File: config.mk
export PLATFORM = sky130hd
export DESIGN_NAME = alu_acc_seq
export DESIGN_NICKNAME = d
export VERILOG_FILES = /design/src/rtl/alu_acc_seq.sv
export SDC_FILE = /design/constraint.sdc
export NUM_CORES = 1
export LEC_CHECK = 0
export BUFFER_PORTS_ARGS = -buffer_cell sky130_fd_sc_hd__buf_4
export CAP_MARGIN = 20
export CORE_MARGIN = 4
export CORE_UTILIZATION = 26
export DETAILED_ROUTE_END_ITERATION = 10
export PLACE_DENSITY = 0.59
export SYNTH_ARGS = -nofsm -noshare
export SYNTH_HDL_FRONTEND = slang
export SYNTH_SLANG_ARGS = --single-unit
File: constraint.sdc
create_clock -name clk -period 2.65 [get_ports clk]
set_input_delay 0.1325 -clock clk [delete_from_list [all_inputs] [get_ports clk]]
set_output_delay 0.1325 -clock clk [all_outputs]
set_load 0.005 [all_outputs]
File: src/rtl/alu_acc_seq.sv
// alu_acc_seq: accumulator/sequencer that iterates an external combinational ALU over a command.
module alu_acc_seq #(
    parameter int N  = 4,
    parameter int CW = 4
) (
    input  logic          clk,
    input  logic          rst,
    input  logic          cmd_valid,
    output logic          cmd_ready,
    input  logic [2:0]    cmd_op,
    input  logic [N-1:0]  cmd_b,
    input  logic          cmd_load,
    input  logic [CW-1:0] cmd_rep,
    output logic [N-1:0]  alu_a,
    output logic [N-1:0]  alu_b,
    output logic [2:0]    alu_sel,
    input  logic          alu_c,
    input  logic [N-1:0]  alu_o,
    output logic [N-1:0]  acc,
    output logic          carry,
    output logic          zero,
    output logic          done
);
    localparam logic [1:0] IDLE = 2'd0, EXEC = 2'd1, DONE = 2'd2;
    logic [1:0]    state;
    logic [2:0]    op_reg;
    logic [N-1:0]  b_reg;
    logic [CW-1:0] cnt;
    assign cmd_ready = state == IDLE;
    assign done      = state == DONE;
    assign alu_a     = acc;
    assign alu_b     = b_reg;
    assign alu_sel   = op_reg;
    always_ff @(posedge clk or posedge rst) begin
        if (rst) begin
            state  <= IDLE;
            acc    <= '0;
            carry  <= 1'b0;
            zero   <= 1'b1;
            op_reg <= 3'b000;
            b_reg  <= '0;
            cnt    <= '0;
        end else begin
            case (state)
                IDLE: if (cmd_valid) begin
                    if (cmd_load) begin
                        acc   <= cmd_b;
                        carry <= 1'b0;
                        zero  <= cmd_b == '0;
                        state <= DONE;
                    end else begin
                        op_reg <= cmd_op;
                        b_reg  <= cmd_b;
                        cnt    <= cmd_rep;
                        state  <= EXEC;
                    end
                end
                EXEC: begin
                    // flags track only the latest iteration
                    acc   <= alu_o;
                    carry <= alu_c;
                    zero  <= alu_o == '0;
                    if (cnt == '0) state <= DONE;
                    else cnt <= cnt - CW'(1);
                end
                default: state <= IDLE;
            endcase
        end
    end
endmodule
### Word level (Yosys, flattened, before mapping)

Index checks and enable logic that the tools add are counted.

* add/subtract/negate cells: 1
* equality and inequality tests: 7
* mux-type cells: 17
* bitwise logic cells: 1
* reduce and logical (&&, ||, !) cells: 9

Operators by type and width (count)
* 4-bit two-way mux: 5
* 4-bit case mux with 2 select lines: 2
* 4-bit logical NOT: 3
* 2-bit != test, second input constant: 4
* 2-bit two-way mux: 3
* 3-bit AND reduction: 2
* 1-bit two-way mux: 4
* 1-bit case mux with 2 select lines: 2
* 2-bit case mux with 2 select lines: 1
* 4-bit AND reduction: 1
* 4-bit by 1-bit subtractor with 4-bit output, second input constant: 1
* 2-bit by 1-bit == test with 1-bit output, second input constant: 1
* 2-bit == test, second input constant: 1
* 2-bit logical NOT: 1
* 2-bit by 1-bit != test with 1-bit output, second input constant: 1
* 2-bit AND reduction: 1
* 2-bit nonzero test: 1
* 1-bit NOT: 1

* flip-flop bits (word level): 19
* output and inout bits: 19
* logic and storage cells: 42

### Depth between registers and ports, before layout

Gate-level depths: netlist of the first run.

* depth in word-level cells: 4
* gate-level depth with buffers: 5
* mapped depth without buffers: 5

### Worst setup path before layout of the first run

Ideal clock, no wire load.

* kind: reg-to-reg
* from: register state[0]
* to: register cnt[3]
* library setup time: 0.120 ns
* data arrival time: 1.408 ns
* required time: 2.530 ns
* slack: 1.122 ns
* stages on the path, launching flop included: 6
* path buffers: 2
* cell sequence: dfrtp_1 > buf_6 > or4b_4 > buf_6 > a2bb2oi_1 > o211a_1

* word-level cells in the longest chain between the ends: 3
* elaborated cells on any way between the ends: 8
* classes of those cells: eq/ne: 4; mux: 1; reduce/logical: 3

Ends and longest elaborated chain
* start, declared: line 25 `logic [1:0] state;`
* start signal, assigned: line 36 `state <= IDLE;`
* start signal, assigned: line 50 `state <= DONE;`
* start signal, assigned: line 55 `state <= EXEC;`
* 2-bit by 1-bit == test with 1-bit output or 2-bit logical NOT (tied branches): line 44 `case (state)`
* 2-bit != test (no line) or 2-bit nonzero test (tied branches)
* 4-bit AND reduction (no line)
* end signal, assigned: line 54 `cnt <= cmd_rep;`
* end signal, assigned: line 64 `else cnt <= cnt - CW'(1);`
* end, declared: line 28 `logic [CW-1:0] cnt;`

Parallel ways exist; a longest one is shown, timed or not.
A chain may end at the register's enable or synchronous reset.

### Worst setup path after layout of the first run

* from: register cnt[0]
* to: register cnt[3]

* word-level cells in the longest chain between the ends: 3
* elaborated cells on any way between the ends: 6
* classes of those cells: add/sub: 1; eq/ne: 1; mux: 2; reduce/logical: 2

Ends and longest elaborated chain (line)
* 4-bit by 1-bit subtractor with 4-bit output or 4-bit logical NOT (tied branches): 64, 63
* 4-bit two-way mux or 2-bit != test (tied branches)
* 4-bit case mux with 2 select lines or 4-bit AND reduction (tied branches)

Parallel ways exist; a longest one is shown, timed or not. The select of a mux whose other input is x is not followed.

==> results of run 1 <==
[through the flow]
step	utilization	total power (uW)	instance area [sq um]	worst slack, ns	std cells
final	0.375	1370	1300	0.976	175
after global routing	0.375	1500	1300	0.783	175
after CTS	0.375	1390	1300	0.980	175
after detailed placement	0.362	1190	1260	0.993	171
after global placement	0.362	1170	1260	1.03	171
after floorplan	-	934	976	1.12	95
[worst max-delay path, cell delays in order (launching register included)]
cell	delay (ns)
dfrtp_1	0.41
inv_1	0.09
ha_1	0.20
nor3b_1	0.50
o21ai_2	0.14
o211a_1	0.22
[registers in the layout, indices dropped and copies added (netlist names)]
name / cells
zero: 1
acc: 4
alu_sel: 3
alu_b: 4
cnt: 4
state: 2
carry: 1
[cells by family (layout without fill, tap and decap cells)]
logic type               Yosys count  after routing  synth area share
adder cells (fa/ha/maj)            1              1            0.0128
buffers and inverters             13             47            0.0833
AO/OA/AOI/OAI                     12             12            0.0859
flip-flops                        19             19             0.488
multiplexers                      11             11             0.126
AND/OR/NAND/NOR                   39             39             0.204
[area by class of cell]
cell class,count,share of cell area
Timing Repair Buffer,38,0.219
Clock buffer,4,0.0346
Sequential cell,19,0.366
Multi-Input combinational cell,63,0.321
Inverter,5,0.0144
Tap cell,46,0.0442
[report_power, final]
group / internal [uW] / switching [uW] / leakage (uW)
Sequential: 430 / 113 / 0.000228
Combinational: 363 / 264 / 0.000386
Clock: 107 / 94.7 / 0.0000228
Total: 900 / 472 / 0.000637
[synth_stat cells (2+ instances only)]
cell / count / area (sq um)
dfrtp_1: 18 / 450
nand3_1: 2 / 10.0
buf_6: 2 / 22.5
nor4_1: 2 / 12.5
buf_4: 4 / 30.0
nor2_1: 2 / 7.51
nor2b_1: 2 / 12.5
nand2_1: 23 / 86.3
buf_2: 2 / 10.0
o22ai_1: 2 / 12.5
nor3b_1: 2 / 15.0
a21oi_1: 3 / 15.0
inv_1: 5 / 18.8
mux2_2: 10 / 113
[how the worst min path moves through the flow]
stage,from,to,slack [ns],cells past startpoint
5_1_grt,rst,alu_b[3]$_DFFE_PP0P_,0.07,2
2_1_floorplan,rst,acc[0]$_DFFE_PP0P_,0.08,1
6_report,rst,alu_b[3]$_DFFE_PP0P_,0.003,2
3_3_place_gp,rst,alu_b[0]$_DFFE_PP0P_,0.30,2
4_1_cts,rst,alu_b[3]$_DFFE_PP0P_,0.03,2
3_5_place_dp,rst,alu_b[0]$_DFFE_PP0P_,0.31,2
[metal layers]
metal | global-route usage | share of wire | wire length (microns) | up-vias
met1 | 0.136 | 0.46 | 1090 | 381
met5 | 0 | 0 | 0 | -
met3 | 0.0435 | 0.072 | 173 | 4
met4 | 0.0195 | 0.0087 | 21 | 0
li1 | - | - | - | 389
met2 | 0.167 | 0.46 | 1120 | 30
==> metrics.md, run 1 <==
| Metric | Value |
|---|---|
| Status | finished, final reports clean |
| Ys async rst share | 1.00 |
| Maxcap violations | 0 |
| Fillcell total | 378 |
| Post-synthesis sequential area ratio | 0.488 |
| Commonest non-fill, non-tap cell in the layout | buf_4 |
| Via density | 4.59 |
| Via count | 804 |
| Setup TNS Final | 0 ns |
| Pin count of the biggest net entering global routing | 20 |
| Distinct cells, synth | 30 |
| R2R Path End | cnt[3]$_DFFE_PP0P_ |
| CORE AREA | 0.00347 sq mm |
| Commonest non-fill, non-tap cells in the layout | buf_4 (38), nand2_1 (23), dfrtp_1 (18) |
| CP required | 2.80 ns |
| Leakage power total | 0.000637 uW |
| Crit path DAT | 1.82 ns |
| Overflow after GRT | 0 |
| Total Wirelength | 2.40 mm |
| Cts hold-fix bufs | 0 |
| Fin nets | 151 |
| Ys flop type | dfrtp_1 |
| Clk_skew | 0.00407 ns |
| Insertion delay to the later sink of the worst-skew pair | 0.25 ns |
| Endpoint type of the worst setup path | flip-flop |
| #FFs+latches synth | 19 |
| DP HPWL | 1.89 mm |
| Multi-input gate area | 418 sq um |
| Achievable Freq | 597 MHz |
| CTS Sinks | 19 |
| Slew Limit Fails | 0 |
| Reg2reg start | cnt[0]$_DFFE_PP0P_ |
| CTS tree | built |
| P per Cell Area | 1050 mW/mm^2 |
| CP startpoint | cnt[0]$_DFFE_PP0P_ |
| Worst setup path class | flip-flop to flip-flop |
| H-tree levels | 1 |
| Hold_ws | 0.00322 ns |
| Die H | 69.3 microns |
| Register area | 477 sq um |
| CP max FO | 4 |
| Ratio of cells with drive above 1 in the final layout | 0.426 |
| Total track usage | 0.106 |
| IO Pins | 39 |
| Setup Fix Bufs, Post-CTS | 0 |
| FF-to-FF path depth | 5 |
| Total CTS buffers | 3 |
| Die footprint | 0.00480 sq mm |
| Tcrit/Tclk final | 0.632 |
| PortBufs | 38 |
| Post-route DRC | 0 |
| Routed WL per cell | 13.7 microns |
| Slew margin rel. | 0.478 |
| Synth Warn # | 0 |
| Placer congestion estimate | 0.819 |
| Worst hold path class | primary input to asynchronous set/reset pin |
| Post-layout minimum cycle time | 1.67 ns |
| Crit path launch type | flip-flop |
| Slew @ Worst Pin | 0.781 ns |
| Iter 0 DRT Violations | 70 |
| Register-to-register setup slack | 0.98 ns |
| Hold Violations, Final | 0 |
| Global-route wire length before repair | 4.23 mm |
| Clk slew on worst S/H paths | 0.07 ns |
| Post-DRT Antenna Nets | 0 |
| Initial antenna violation count | 0 |
| Ant diodes | 0 |
| TritonRoute pass-1 iters | 5 |
| Post-CTS Resized | 0 |
| Longest Clk Path Bufs | 2 |
| Synth Area per Inst | 10.3 sq um |
| Clock root buffer | clkbuf_8 |
| Crit path to | cnt[3]$_DFFE_PP0P_ |
| Post-Synthesis Cells | 95 |
| Final setup violation count | 0 |
| Synth-to-layout area growth | 33.3% |
| Initial Utilization | 0.281 |
| Number of flops mapped to enable cells by yosys | 0 |
| Vias in the first global route | 882 |
| Syn_nets | 116 |
| VDD IR max | 0.000480 V |
| Site Rows | 21 |
| Mapped cell area | 976 sq um |
| RSZ-0062 raised after global routing | false |
| Die Wd | 69.3 microns |
Power figures use the tool's default switching activity.
==> run 2: changes to the inputs <==
--- a/config.mk
+++ b/config.mk
@@ -10,7 +10,7 @@
 export CORE_MARGIN = 4
 export CORE_UTILIZATION = 26
 export DETAILED_ROUTE_END_ITERATION = 10
-export PLACE_DENSITY = 0.59
+export PLACE_DENSITY = 0.61
 export SYNTH_ARGS = -nofsm -noshare
 export SYNTH_HDL_FRONTEND = slang
 export SYNTH_SLANG_ARGS = --single-unit
==> constraint.sdc (replaced) <==
create_clock -name clk -period 1.5 [get_ports clk]
set_input_delay 0.075 -clock clk [delete_from_list [all_inputs] [get_ports clk]]
set_output_delay 0.075 -clock clk [all_outputs]
set_load 0.005 [all_outputs]
==> run 2 against run 1 <==
  * Fmax increased by 15%
  * Sequential cell count unchanged
  * Worst hold slack got worse by 0.00097 ns
  * Non-clock buffer count grew 14
  * Sequential share of layout area fell by 3.4 points
  * Sequential power is 76% higher
  * Largest cell class unchanged
==> metrics.md, run 2 (same netlist as run 1, synthesis figures left out) <==
| Metric | Value |
|---|---|
| Total CTS buffers | 3 |
| Reg2reg start | state[1]$_DFFE_PP0P_ |
| Via density | 4.39 |
| Fin worst setup slack | 0.0491 ns |
| Total track usage | 0.105 |
| Worst setup path class | flip-flop to flip-flop |
| IO Pins | 39 |
| Hold Violations, Final | 0 |
| R2R Path End | cnt[0]$_DFFE_PP0P_ |
| Register-to-register setup slack | 0.05 ns |
| TritonRoute pass-1 iters | 4 |
| Crit-path slowest cell | or4b_4 |
| Worst hold path class | primary input to flip-flop |
| Maxcap violations | 0 |
| Vias in the first global route | 880 |
| Overflow after GRT | 0 |
| Placer congestion estimate | 0.751 |
| Achievable Freq | 689 MHz |
| Routed WL per cell | 12.7 microns |
| Insertion delay to the later sink of the worst-skew pair | 0.26 ns |
| Initial antenna violation count | 0 |
| Slew Limit Fails | 0 |
| Iter 0 DRT Violations | 43 |
| CTS tree | built |
| Synth-to-layout area growth | 47.6% |
| Global-route wire length before repair | 4.20 mm |
| Clk_skew | 0.00110 ns |
| Ant diodes | 0 |
| Finished Core Util | 0.415 |
| Die H | 69.3 microns |
| Commonest non-fill, non-tap cells in the layout | buf_4 (50), nand2_1 (23), dfrtp_1 (17) |
| Clk slew on worst S/H paths | 0.07 ns |
| CTS Sinks | 19 |
| Via count | 830 |
| Total Wirelength | 2.40 mm |
| Slew @ Worst Pin | 0.360 ns |
| Place WS | -0.0249 ns |
| Site Rows | 21 |
| RSZ-0062 raised after global routing | true |
| Fillcell total | 365 |
| H-tree levels | 1 |
| Ratio of cells with drive above 1 in the final layout | 0.497 |
| DP HPWL | 1.79 mm |
| CP required | 1.70 ns |
| PortBufs | 38 |
| Hold path start | cmd_op[1] |
| Hold path depth | 3 |
| Cells along the critical path | or4b_4, a211o_1, nand3_1 |
| Pin count of the biggest net entering global routing | 20 |
| CP max FO | 9 |
| FF-to-FF path depth | 3 |
| Worst Hold End | alu_sel[1]$_DFFE_PP0P_ |
| CP peak stage delay | 0.61 ns |
| Commonest non-fill, non-tap cell in the layout | buf_4 |
| VDD IR max | 0.000449 V |
| Die footprint | 0.00480 sq mm |
| Clock root buffer | clkbuf_8 |
| CORE AREA | 0.00347 sq mm |
| Slew margin rel. | 0.759 |
| Post-DRT Antenna Nets | 0 |
| Die Wd | 69.3 microns |
| Cells after DPL | 181 |
| Crit path DAT | 1.65 ns |
| Leakage power total | 0.000709 uW |
| Final setup violation count | 0 |
| Fin cells | 189 |
| Post-route DRC | 0 |
| Crit path launch type | flip-flop |
| P per Cell Area | 1830 mW/mm^2 |
| Longest Clk Path Bufs | 2 |
| Tcrit/Tclk final | 0.967 |
| Fin nets | 165 |
| Initial Utilization | 0.281 |
| Post-layout minimum cycle time | 1.45 ns |
| Endpoint type of the worst setup path | flip-flop |
| Status | finished, final reports clean |
-- run 2: cell types whose count changed in the layout (fill, tap and decap cells not counted), sizes merged --
cell and change:
buf +12, dlygate4sd3 +2, clkbuf -1, clkinvlp +1
-- run 2: per-layer routing --
layer  vias to the layer above  track usage  routed length (microns)
met5                         -            0                        0
met4                         0       0.0195                       22
met3                         4       0.0377                      131
met2                        19        0.173                     1190
met1                       394        0.134                     1060
li1                        413            -                        -
-- run 2: area by class of cell --
class | count | area, sq um | share of cell area
Clock buffer | 3 | 41.3 | 0.0287
Tap cell | 46 | 57.6 | 0.0400
Multi-Input combinational cell | 63 | 442 | 0.307
Clock inverter | 1 | 7.51 | 0.00521
Inverter | 5 | 18.8 | 0.0130
Timing Repair Buffer | 52 | 395 | 0.275
Sequential cell | 19 | 478 | 0.332
-- run 2: what timing repair did --
| action | 4_1_cts | 5_1_grt |
|---|---|---|
| hold buffers | 2 | 0 |
| setup buffers | 0 | 2 |
| pin swaps | 0 | 0 |
| hold endpoints to repair | 19 | 0 |
| gates resized for setup | 1 | 4 |
| cloned | 0 | 0 |
| endpoints found under the setup margin | 8 | 11 |
-- run 2: critical path: cells and delay by family, from the launching register on --
| kind | cells | cell delay (ns) |
|---|---|---|
| AO/OA/AOI/OAI | 1 | 0.28 |
| AND/OR/NAND/NOR | 2 | 0.68 |
| flip-flops | 1 | 0.42 |
-- run 2: through the flow --
| stage | hold WS (ns) | cell area (sq um) | power [uW] | setup TNS, ns |
|---|---|---|---|---|
| floorplan | 0.0254 | 982 | 1670 | 0 |
| global placement | 0.117 | 1330 | 2190 | -0.0199 |
| detailed placement | 0.120 | 1330 | 2200 | -0.0629 |
| CTS | 0.000382 | 1410 | 2610 | 0 |
| global route | 0.00229 | 1440 | 2870 | -0.0168 |
| finish | 0.00225 | 1440 | 2640 | 0 |
-- run 2: worst max-delay path by stage --
stage	cells after the start	startpoint	endpoint	slack, ns
2_1_floorplan	5	state[1]$_DFFE_PP0P_	cnt[3]$_DFFE_PP0P_	0.007
3_3_place_gp	5	state[0]$_DFFE_PP0P_	alu_b[2]$_DFFE_PP0P_	-0.01
3_5_place_dp	5	state[0]$_DFFE_PP0P_	alu_b[2]$_DFFE_PP0P_	-0.02
4_1_cts	4	state[0]$_DFFE_PP0P_	acc[2]$_DFFE_PP0P_	0.02
5_1_grt	6	cnt[0]$_DFFE_PP0P_	cnt[1]$_DFFE_PP0P_	-0.02
6_report	3	state[1]$_DFFE_PP0P_	cnt[0]$_DFFE_PP0P_	0.05
-- run 2: report_power, final --
part | internal [uW] | switching [uW]
combinational | 792 | 520
clock | 188 | 185
sequential | 762 | 194
total | 1740 | 899
